File: src/rtl/xor_serial_arbiter.sv
// xor_serial_arbiter: round-robin arbiter and bit-serial sequencer in front of a
// shared 1-bit mux-based XOR cell. Two requesters submit W-bit operand pairs;
// the winner's pair is pushed through the cell LSB first, one bit per clock,
// and the W-bit result is returned on a single response port tagged with the
// requester id.
`timescale 1ns/1ps

// Shared 1-bit XOR built from a 2:1 mux: a selects between b and ~b.
module xor_gate_using_mux (
  input  logic a,
  input  logic b,
  output logic y
);
  assign y = a ? ~b : b;
endmodule

module xor_serial_arbiter #(
  parameter int W       = 8,
  parameter bit RR_INIT = 1'b0
) (
  input  logic         clk,
  input  logic         rst_n,
  input  logic         req0_valid,
  input  logic [W-1:0] req0_a,
  input  logic [W-1:0] req0_b,
  output logic         req0_ready,
  input  logic         req1_valid,
  input  logic [W-1:0] req1_a,
  input  logic [W-1:0] req1_b,
  output logic         req1_ready,
  output logic         rsp_valid,
  output logic         rsp_id,
  output logic [W-1:0] rsp_y,
  input  logic         rsp_ready,
  output logic         busy
);

  localparam int CW = $clog2(W + 1);

  localparam logic [1:0] S_IDLE = 2'd0;
  localparam logic [1:0] S_RUN  = 2'd1;
  localparam logic [1:0] S_DONE = 2'd2;

  logic [1:0]    state;
  logic [W-1:0]  a_sh;
  logic [W-1:0]  b_sh;
  logic [W-1:0]  res_sh;
  logic [W-1:0]  res_next;
  logic [CW-1:0] cnt;
  logic          prio;
  logic          job_id;
  logic          grant_id;
  logic          accept;
  logic          cell_y;
  logic          last_bit;

  // Pick the winner: a lone requester wins outright, a tie goes to prio.
  always_comb begin
    grant_id = 1'b0;
    if (req0_valid && req1_valid) begin
      grant_id = prio;
    end else if (req1_valid) begin
      grant_id = 1'b1;
    end
  end

  // Readies are held low while reset is asserted so nothing looks accepted.
  assign req0_ready = rst_n && (state == S_IDLE) && req0_valid && !grant_id;
  assign req1_ready = rst_n && (state == S_IDLE) && req1_valid &&  grant_id;
  assign accept     = req0_ready || req1_ready;

  xor_gate_using_mux u_cell (
    .a (a_sh[0]),
    .b (b_sh[0]),
    .y (cell_y)
  );

  // Each new bit enters at the MSB, so after W shifts bit k sits at position k.
  assign res_next = {cell_y, res_sh[W-1:1]};
  assign last_bit = (cnt == CW'(W - 1));

  assign rsp_valid = (state == S_DONE);
  assign busy      = (state != S_IDLE);

  // Sequencer: accept a job, stream it through the cell, hold the result until taken.
  always_ff @(posedge clk) begin
    if (!rst_n) begin
      state  <= S_IDLE;
      a_sh   <= '0;
      b_sh   <= '0;
      res_sh <= '0;
      cnt    <= '0;
      prio   <= RR_INIT;
      job_id <= 1'b0;
      rsp_id <= 1'b0;
      rsp_y  <= '0;
    end else begin
      case (state)
        S_IDLE: begin
          if (accept) begin
            a_sh   <= grant_id ? req1_a : req0_a;
            b_sh   <= grant_id ? req1_b : req0_b;
            res_sh <= '0;
            job_id <= grant_id;
            prio   <= ~grant_id;
            cnt    <= '0;
            state  <= S_RUN;
          end
        end
        S_RUN: begin
          a_sh   <= a_sh >> 1;
          b_sh   <= b_sh >> 1;
          res_sh <= res_next;
          cnt    <= cnt + CW'(1);
          if (last_bit) begin
            rsp_y  <= res_next;
            rsp_id <= job_id;
            state  <= S_DONE;
          end
        end
        S_DONE: begin
          if (rsp_ready) begin
            state <= S_IDLE;
          end
        end
        default: begin
          state <= S_IDLE;
        end
      endcase
    end
  end

endmodule
File: config.mk
export PLATFORM = sky130hd
export DESIGN_NAME = xor_serial_arbiter
export DESIGN_NICKNAME = d
export VERILOG_FILES = /design/src/rtl/xor_serial_arbiter.sv
export SDC_FILE = /design/constraint.sdc
export NUM_CORES = 1
export LEC_CHECK = 0
export ABC_AREA = 1
export ABC_CLOCK_PERIOD_IN_PS = 1340
export CAP_MARGIN = 40
export CORE_ASPECT_RATIO = 0.6
export CORE_MARGIN = 3
export CORE_UTILIZATION = 46
export CTS_BUF_LIST = sky130_fd_sc_hd__clkbuf_8
export DETAILED_ROUTE_END_ITERATION = 10
export PLACE_DENSITY = 0.79
export SYNTH_ARGS = -nofsm -noshare
export SYNTH_HDL_FRONTEND = slang
export SYNTH_HIERARCHICAL = 1
export SYNTH_SLANG_ARGS = --single-unit
File: constraint.sdc
create_clock -name clk -period 1.34 [get_ports clk]
set_clock_uncertainty 0.15 [all_clocks]
set_input_delay 0.268 -clock clk [delete_from_list [all_inputs] [get_ports clk]]
set_output_delay 0.268 -clock clk [all_outputs]
set_load 0.01 [all_outputs]
== Yosys cells after proc, flatten, opt, wreduce, memory -nomap -nowiden ==
Cells that the tools add are included.

* Bits in registers: 41
* Input port bits: 37
* Output and inout port bits: 13
* Logic and storage cells: 50

* Add/sub/neg operators: 1
* Equal/unequal tests: 6
* Mux-type cells: 17
* Bitwise operators: 2
* Reductions and logical operators: 15

{| class="wikitable"
|+ Operators by type and width
! kind !! number
|-
| 8-bit one-hot mux with 2 select lines || 3
|-
| 8-bit 2-to-1 mux || 5
|-
| 4-bit one-hot mux with 2 select lines || 1
|-
| 1-bit logical AND || 6
|-
| 2-bit 2-to-1 mux || 3
|-
| 2-bit one-hot mux with 3 select lines || 1
|-
| 2-bit AND reduction || 3
|-
| 4-bit by 1-bit adder with 4-bit output (second input constant) || 1
|-
| 4-bit by 3-bit == test with 1-bit output (second input constant) || 1
|-
| 4-bit 2-to-1 mux || 1
|-
| 2-bit inequality test (second input constant) || 2
|-
| 2-bit nonzero test || 2
|-
| 1-bit 2-to-1 mux || 3
|-
| 3-bit AND reduction || 1
|-
| 2-bit by 1-bit == test with 1-bit output (second input constant) || 1
|-
| 2-bit == test (second input constant) || 1
|-
| 2-bit logical NOT || 1
|-
| 2-bit by 1-bit inequality test with 1-bit output (second input constant) || 1
|-
| 1-bit inverter || 2
|-
| 1-bit logical NOT || 1
|-
| 1-bit logical OR || 1
|}

== Longest topological paths before layout ==
* Depth after elaboration: 7
* Mapped depth: 10
* Depth with buffers taken out: 9

== Cells and area by module ==
Netlist, hierarchy kept.

{| class="wikitable"
|+ By module, submodules not included
! module !! times used !! cells each !! area each (um2) !! seq. area each (um2)
|-
| xor_serial_arbiter || 1 || 334 || 2089.5 || 800.8
|-
| xor_gate_using_mux || 1 || 5 || 18.8 || 0.0
|}

== Least setup slack after synthesis ==
Ideal clock, no wire load.

* Path type: register -> register
* From: register state[1]
* To: register b_sh[3]
* Library setup time: 113 ps
* Arrival time: 1135 ps
* Data required time: 1077 ps
* Slack: -57 ps
* Cell stages (with the launch flop): 10
* Buffers on the path: 1
* Period minus slack after synthesis: 1397 ps
* Cells stage by stage: dfxtp_1 > inv_4 > nand2_2 > nor2_1 > nand2_2 > nand3_2 > nand2_4 > buf_4 > nor2_1 > nor2_1

* Word-level cells in the longest chain between the ends: 7
* Elaborated cells on any way between the ends: 12
* Those cells by class: 2 x eq/ne; 1 x mux; 9 x reduce/logical

{| class="wikitable"
|+ Ends and longest elaborated chain
! element !! line !! source
|-
| start, declared || 44 || <nowiki>logic [1:0] state;</nowiki>
|-
| start signal, assigned || 88 || <nowiki>state <= S_IDLE;</nowiki>
|-
| start signal, assigned || 107 || <nowiki>state <= S_RUN;</nowiki>
|-
| start signal, assigned || 118 || <nowiki>state <= S_DONE;</nowiki>
|-
| 2-bit logical NOT || 68, 69, 98 ||
|-
| 1-bit logical AND || 68, 69 ||
|-
| 1-bit logical AND (on tied branches) (2 in series) || 68, 69 ||
|-
| 1-bit logical OR || 70 || <nowiki>assign accept = req0_ready || req1_ready;</nowiki>
|-
| 2-bit inequality test (no line) || n/a ||
|-
| 2-bit AND reduction (no line) || n/a ||
|-
| end signal, assigned || 102 || <nowiki>b_sh <= grant_id ? req1_b : req0_b;</nowiki>
|-
| end signal, assigned || 112 || <nowiki>b_sh <= b_sh >> 1;</nowiki>
|-
| end, declared || 46 || <nowiki>logic [W-1:0] b_sh;</nowiki>
|}

Several ways; a longest one is shown, not always the timed one.
A chain may end at the register's enable or synchronous reset.

== Worst setup path in the final report ==
* From: register state[1]
* To: register a_sh[0]

* Word-level cells in the longest chain between the ends: 7
* Elaborated cells on any way between the ends: 12
* Those cells by class: 2 x eq/ne; 1 x mux; 9 x reduce/logical

{| class="wikitable"
|+ Ends and longest elaborated chain
! element !! line !! source
|-
| 2-bit logical NOT || 68, 69, 98 ||
|-
| 1-bit logical AND || 68, 69 ||
|-
| 1-bit logical AND (on tied branches) (2 in series) || 68, 69 ||
|-
| 1-bit logical OR || 70 ||
|-
| 2-bit inequality test (no line) || n/a ||
|-
| 2-bit AND reduction (no line) || n/a ||
|-
| end signal, assigned || 101 || <nowiki>a_sh <= grant_id ? req1_a : req0_a;</nowiki>
|-
| end signal, assigned || 111 || <nowiki>a_sh <= a_sh >> 1;</nowiki>
|-
| end, declared || 45 || <nowiki>logic [W-1:0] a_sh;</nowiki>
|}

Several ways; a longest one is shown, not always the timed one.

==> metrics.log <==
INFO  metric timing.final.hold_violations = 0
INFO  metric outcome = finished with violations
INFO  metric post-synth-top-area-cell = sky130_fd_sc_hd__dfxtp_1
INFO  metric synthesis.area_per_instance = 6.219 sq um
INFO  metric power_density_over_cell_area = 1045 mW/mm^2
INFO  metric postSynthCellCount = 339
INFO  metric netlist_area = 0.002108 sq mm
INFO  metric worst-path-max-fanout = 7
INFO  metric mappedNetlistNets = 377
INFO  metric clock_sink_count = 40
INFO  metric die_h = 58.44 um
INFO  metric timing.final.max_slew_violations = 0
INFO  metric dp_cells = 462
INFO  metric drv_cap = 0
INFO  metric post_layout_nonfiller_instances = 491
INFO  metric timing.critical_path.arrival = 1.83 ns
INFO  metric worst_setup_path_end_kind = flop
INFO  metric setup.worst_path.start_class = flop
INFO  metric post-synth-top-area-fraction = 37.98%
INFO  metric worstRegToRegCells = 12
INFO  metric grt_usage = 26.90%
INFO  metric worstReg2RegEnd = a_sh[0]
INFO  metric cts-buffers-inserted = 5
INFO  metric core_area = 0.004257 sq mm
INFO  metric final.min_clock_period = 1.740 ns
INFO  metric overflow = 0
INFO  metric worstSkewPairLatency = 0.31 ns
INFO  metric transition_at_the_pin_with_the_smallest_max_transition_slack = 0.3291 ns
INFO  metric yosysMostFrequentCell = sky130_fd_sc_hd__nand2_1
INFO  metric synth.ff_latch_count = 40
INFO  metric maxClockFrequency = 0.5749 GHz
INFO  metric detail_route.wirelength = 10010 um
INFO  metric layout-drive-gt1-share = 38.52%
INFO  metric ports = 50
INFO  metric final_net_count = 469
INFO  metric diodes = 0
INFO  metric layout-area-overhead-vs-synth = 73.59%
INFO  metric worst_slack = -0.3996 ns
INFO  metric placement.io_buffers = 49
INFO  metric synthArstFlopShare = 0%
INFO  metric detail_route.drc_violations = 0
INFO  metric global_route_wire_length_before_repair = 11390 um
INFO  metric whs_endpoint = rsp_id
INFO  metric rsz_0062_raised_after_global_routing = yes
INFO  metric antenna_found_initial = 0
INFO  metric timing.final.setup_violations = 42
INFO  metric reg2reg_slack = -0.40 ns
INFO  metric power.static_leakage = 1.750 nW
INFO  metric timing.hold.worst.class = in -> reg
INFO  metric vias_per_instance = 5.774
INFO  metric cts.path.max_buffers = 2
INFO  metric r2r_start = state[1]
INFO  metric worst_ir_drop_vdd = 0.0007195 V
INFO  metric rows = 18
INFO  metric drt.antenna.violating_nets = 0
INFO  metric timing.setup.tns = -11.00 ns
INFO  metric synth_top_cells_by_count = sky130_fd_sc_hd__nand2_1, sky130_fd_sc_hd__inv_1, sky130_fd_sc_hd__dfxtp_1, sky130_fd_sc_hd__nor2_1, sky130_fd_sc_hd__a21oi_1
INFO  metric dp.final_hpwl = 3731 um
INFO  metric num_vias = 2835
INFO  metric violations = setup timing
INFO  metric max_slew_margin = 78.03%
INFO  metric timing_worst_setup_path_type = reg -> reg
INFO  metric post_route_cell_area = 0.003660 sq mm
INFO  metric share_of_the_yosys_chip_area_belonging_to_registers = 37.98%
INFO  metric grt_start_max_net_pins = 22
INFO  metric cts_tree = yes
INFO  metric detailedPlace.worstSlack = -0.7556 ns
INFO  metric grt_pass1_vias = 2383
INFO  metric initial_core_util = 49.53%
INFO  metric fillers = 189
INFO  metric yosys.cell_types.count = 25
INFO  metric cts.htree.levels = 2
INFO  metric gpl_congestion = 0.7265
INFO  metric holdWs = 0.3115 ns
INFO  metric wire_per_inst = 20.38 um
INFO  metric die_area = 0.005458 sq mm
INFO  metric finalPower = 3.823 mW
INFO  metric number_of_iterations_in_the_first_detailed_routing_pass = 7
INFO  metric clk_pin_slew = 0.09 ns
INFO  metric ff_latch_area = 812.0 sq um
INFO  metric core_occupancy_in_the_finished_layout = 85.98%
INFO  metric cp_data_required_time = 1.43 ns
INFO  metric drt_first_iter_violations = 315
INFO  metric multi_input_area = 0.001390 sq mm
INFO  metric clk_root_buffer_cell = sky130_fd_sc_hd__clkbuf_8
INFO  metric die_x = 93.40 um
INFO  metric timing.final.crit_share = 129.8%
INFO  metric synthFlopType = sky130_fd_sc_hd__dfxtp_1
INFO  metric ys_warn_count = 6
INFO  metric netlist_top_cells_area = sky130_fd_sc_hd__dfxtp_1, sky130_fd_sc_hd__nand2_1, sky130_fd_sc_hd__inv_1
INFO  metric hold_wc_startpoint = rst_n
INFO  metric synth-edff-count = 0
INFO  metric worstHoldPathCells = 3
INFO  metric placed_cell_areas = 0.002824 sq mm
## timing repair
action,4_1_cts,5_1_grt
hold buffers,0,0
setup endpoints to repair,50,50
endpoints found under the hold margin,0,0
setup buffers,9,13
pin swaps,10,27
gates cloned,3,2
resized for setup,84,102
## cells in the final DEF (no fill, tap or decap), types with 3 or more instances in the layout
| master | count |
|---|---|
| sky130_fd_sc_hd__clkbuf_2 | 6 |
| sky130_fd_sc_hd__nand2_4 | 11 |
| sky130_fd_sc_hd__nand2_8 | 3 |
| sky130_fd_sc_hd__clkdlybuf4s15_1 | 3 |
| sky130_fd_sc_hd__clkbuf_8 | 5 |
| sky130_fd_sc_hd__a21oi_2 | 14 |
| sky130_fd_sc_hd__buf_4 | 27 |
| sky130_fd_sc_hd__inv_4 | 3 |
| sky130_fd_sc_hd__buf_6 | 19 |
| sky130_fd_sc_hd__dfxtp_1 | 35 |
| sky130_fd_sc_hd__dlygate4sd2_1 | 3 |
| sky130_fd_sc_hd__nor2_4 | 11 |
| sky130_fd_sc_hd__nand3_1 | 16 |
| sky130_fd_sc_hd__inv_1 | 50 |
| sky130_fd_sc_hd__nor2_1 | 18 |
| sky130_fd_sc_hd__buf_16 | 3 |
| sky130_fd_sc_hd__a21oi_1 | 6 |
| sky130_fd_sc_hd__dfxtp_2 | 3 |
| sky130_fd_sc_hd__nand3_2 | 3 |
| sky130_fd_sc_hd__nand2_2 | 27 |
| sky130_fd_sc_hd__nor2_2 | 10 |
| sky130_fd_sc_hd__nand2_1 | 96 |
| sky130_fd_sc_hd__clkdlybuf4s50_1 | 33 |
| sky130_fd_sc_hd__buf_12 | 3 |
## routing by layer
| layer | part of all wire, % | vias to the layer above | track usage, % |
|---|---|---|---|
| met5 | 0 | - | 0 |
| met4 | 8.6 | 0 | 14.41 |
| met3 | 12 | 100 | 7.024 |
| met2 | 44 | 279 | 45.33 |
| met1 | 35 | 1258 | 31.90 |
| li1 | - | 1198 | - |
## critical path, cell delays in order (launching register included)
cell,delay [ns]
sky130_fd_sc_hd__dfxtp_4,0.38
sky130_fd_sc_hd__inv_4,0.07
sky130_fd_sc_hd__nand2_4,0.06
sky130_fd_sc_hd__nor2_4,0.08
sky130_fd_sc_hd__nand2_2,0.07
sky130_fd_sc_hd__buf_6,0.13
sky130_fd_sc_hd__nand3_4,0.11
sky130_fd_sc_hd__nand2_8,0.11
sky130_fd_sc_hd__buf_12,0.16
sky130_fd_sc_hd__buf_16,0.14
sky130_fd_sc_hd__nand2_2,0.05
sky130_fd_sc_hd__nand2_1,0.05
sky130_fd_sc_hd__nor2_1,0.11
## logic make-up after synthesis
group | share of synthesized area (%)
AO/OA/AOI/OAI | 7.596
buffers and inverters | 14.30
AND/OR/NAND/NOR | 39.53
flip-flops | 37.98
adder cells (fa/ha/maj) | 0.5934
## flip-flops by register name, summed over array words and instances, names as in the netlist
name	cells
a_sh	8
res_sh	7
b_sh	8
job_id	1
prio	1
rsp_id	1
rsp_y	8
cnt	4
state	2
## how the worst max path moves through the flow
stage / start / end / slack, ns / depth (start not counted)
2_1_floorplan: state[1] / cnt[0] / -0.01 / 9
3_5_place_dp: rst_n / req1_ready / -0.76 / 6
4_1_cts: state[1] / cnt[2] / -0.24 / 10
6_report: state[1] / a_sh[0] / -0.40 / 12
3_3_place_gp: rst_n / req1_ready / -0.74 / 6
5_1_grt: state[1] / a_sh[0] / -0.44 / 12
## area by class of cell
type / instances / area share (%)
Clock buffer: 5 / 1.880
Clock inverter: 2 / 1.641
Inverter: 56 / 6.496
Multi-Input combinational cell: 229 / 37.98
Sequential cell: 40 / 22.19
Tap cell: 60 / 2.051
Timing Repair Buffer: 99 / 27.76
## power breakdown
| group | total [mW] | leakage [nW] | switching [mW] | internal (mW) |
|---|---|---|---|---|
| registers | 1.34 | 0.330 | 0.0698 | 1.27 |
| logic | 1.27 | 1.36 | 0.698 | 0.573 |
| clock network | 1.21 | 0.0642 | 0.481 | 0.734 |
| total | 3.82 | 1.75 | 1.25 | 2.57 |
Note: power is estimated with default switching activity, not from simulation.
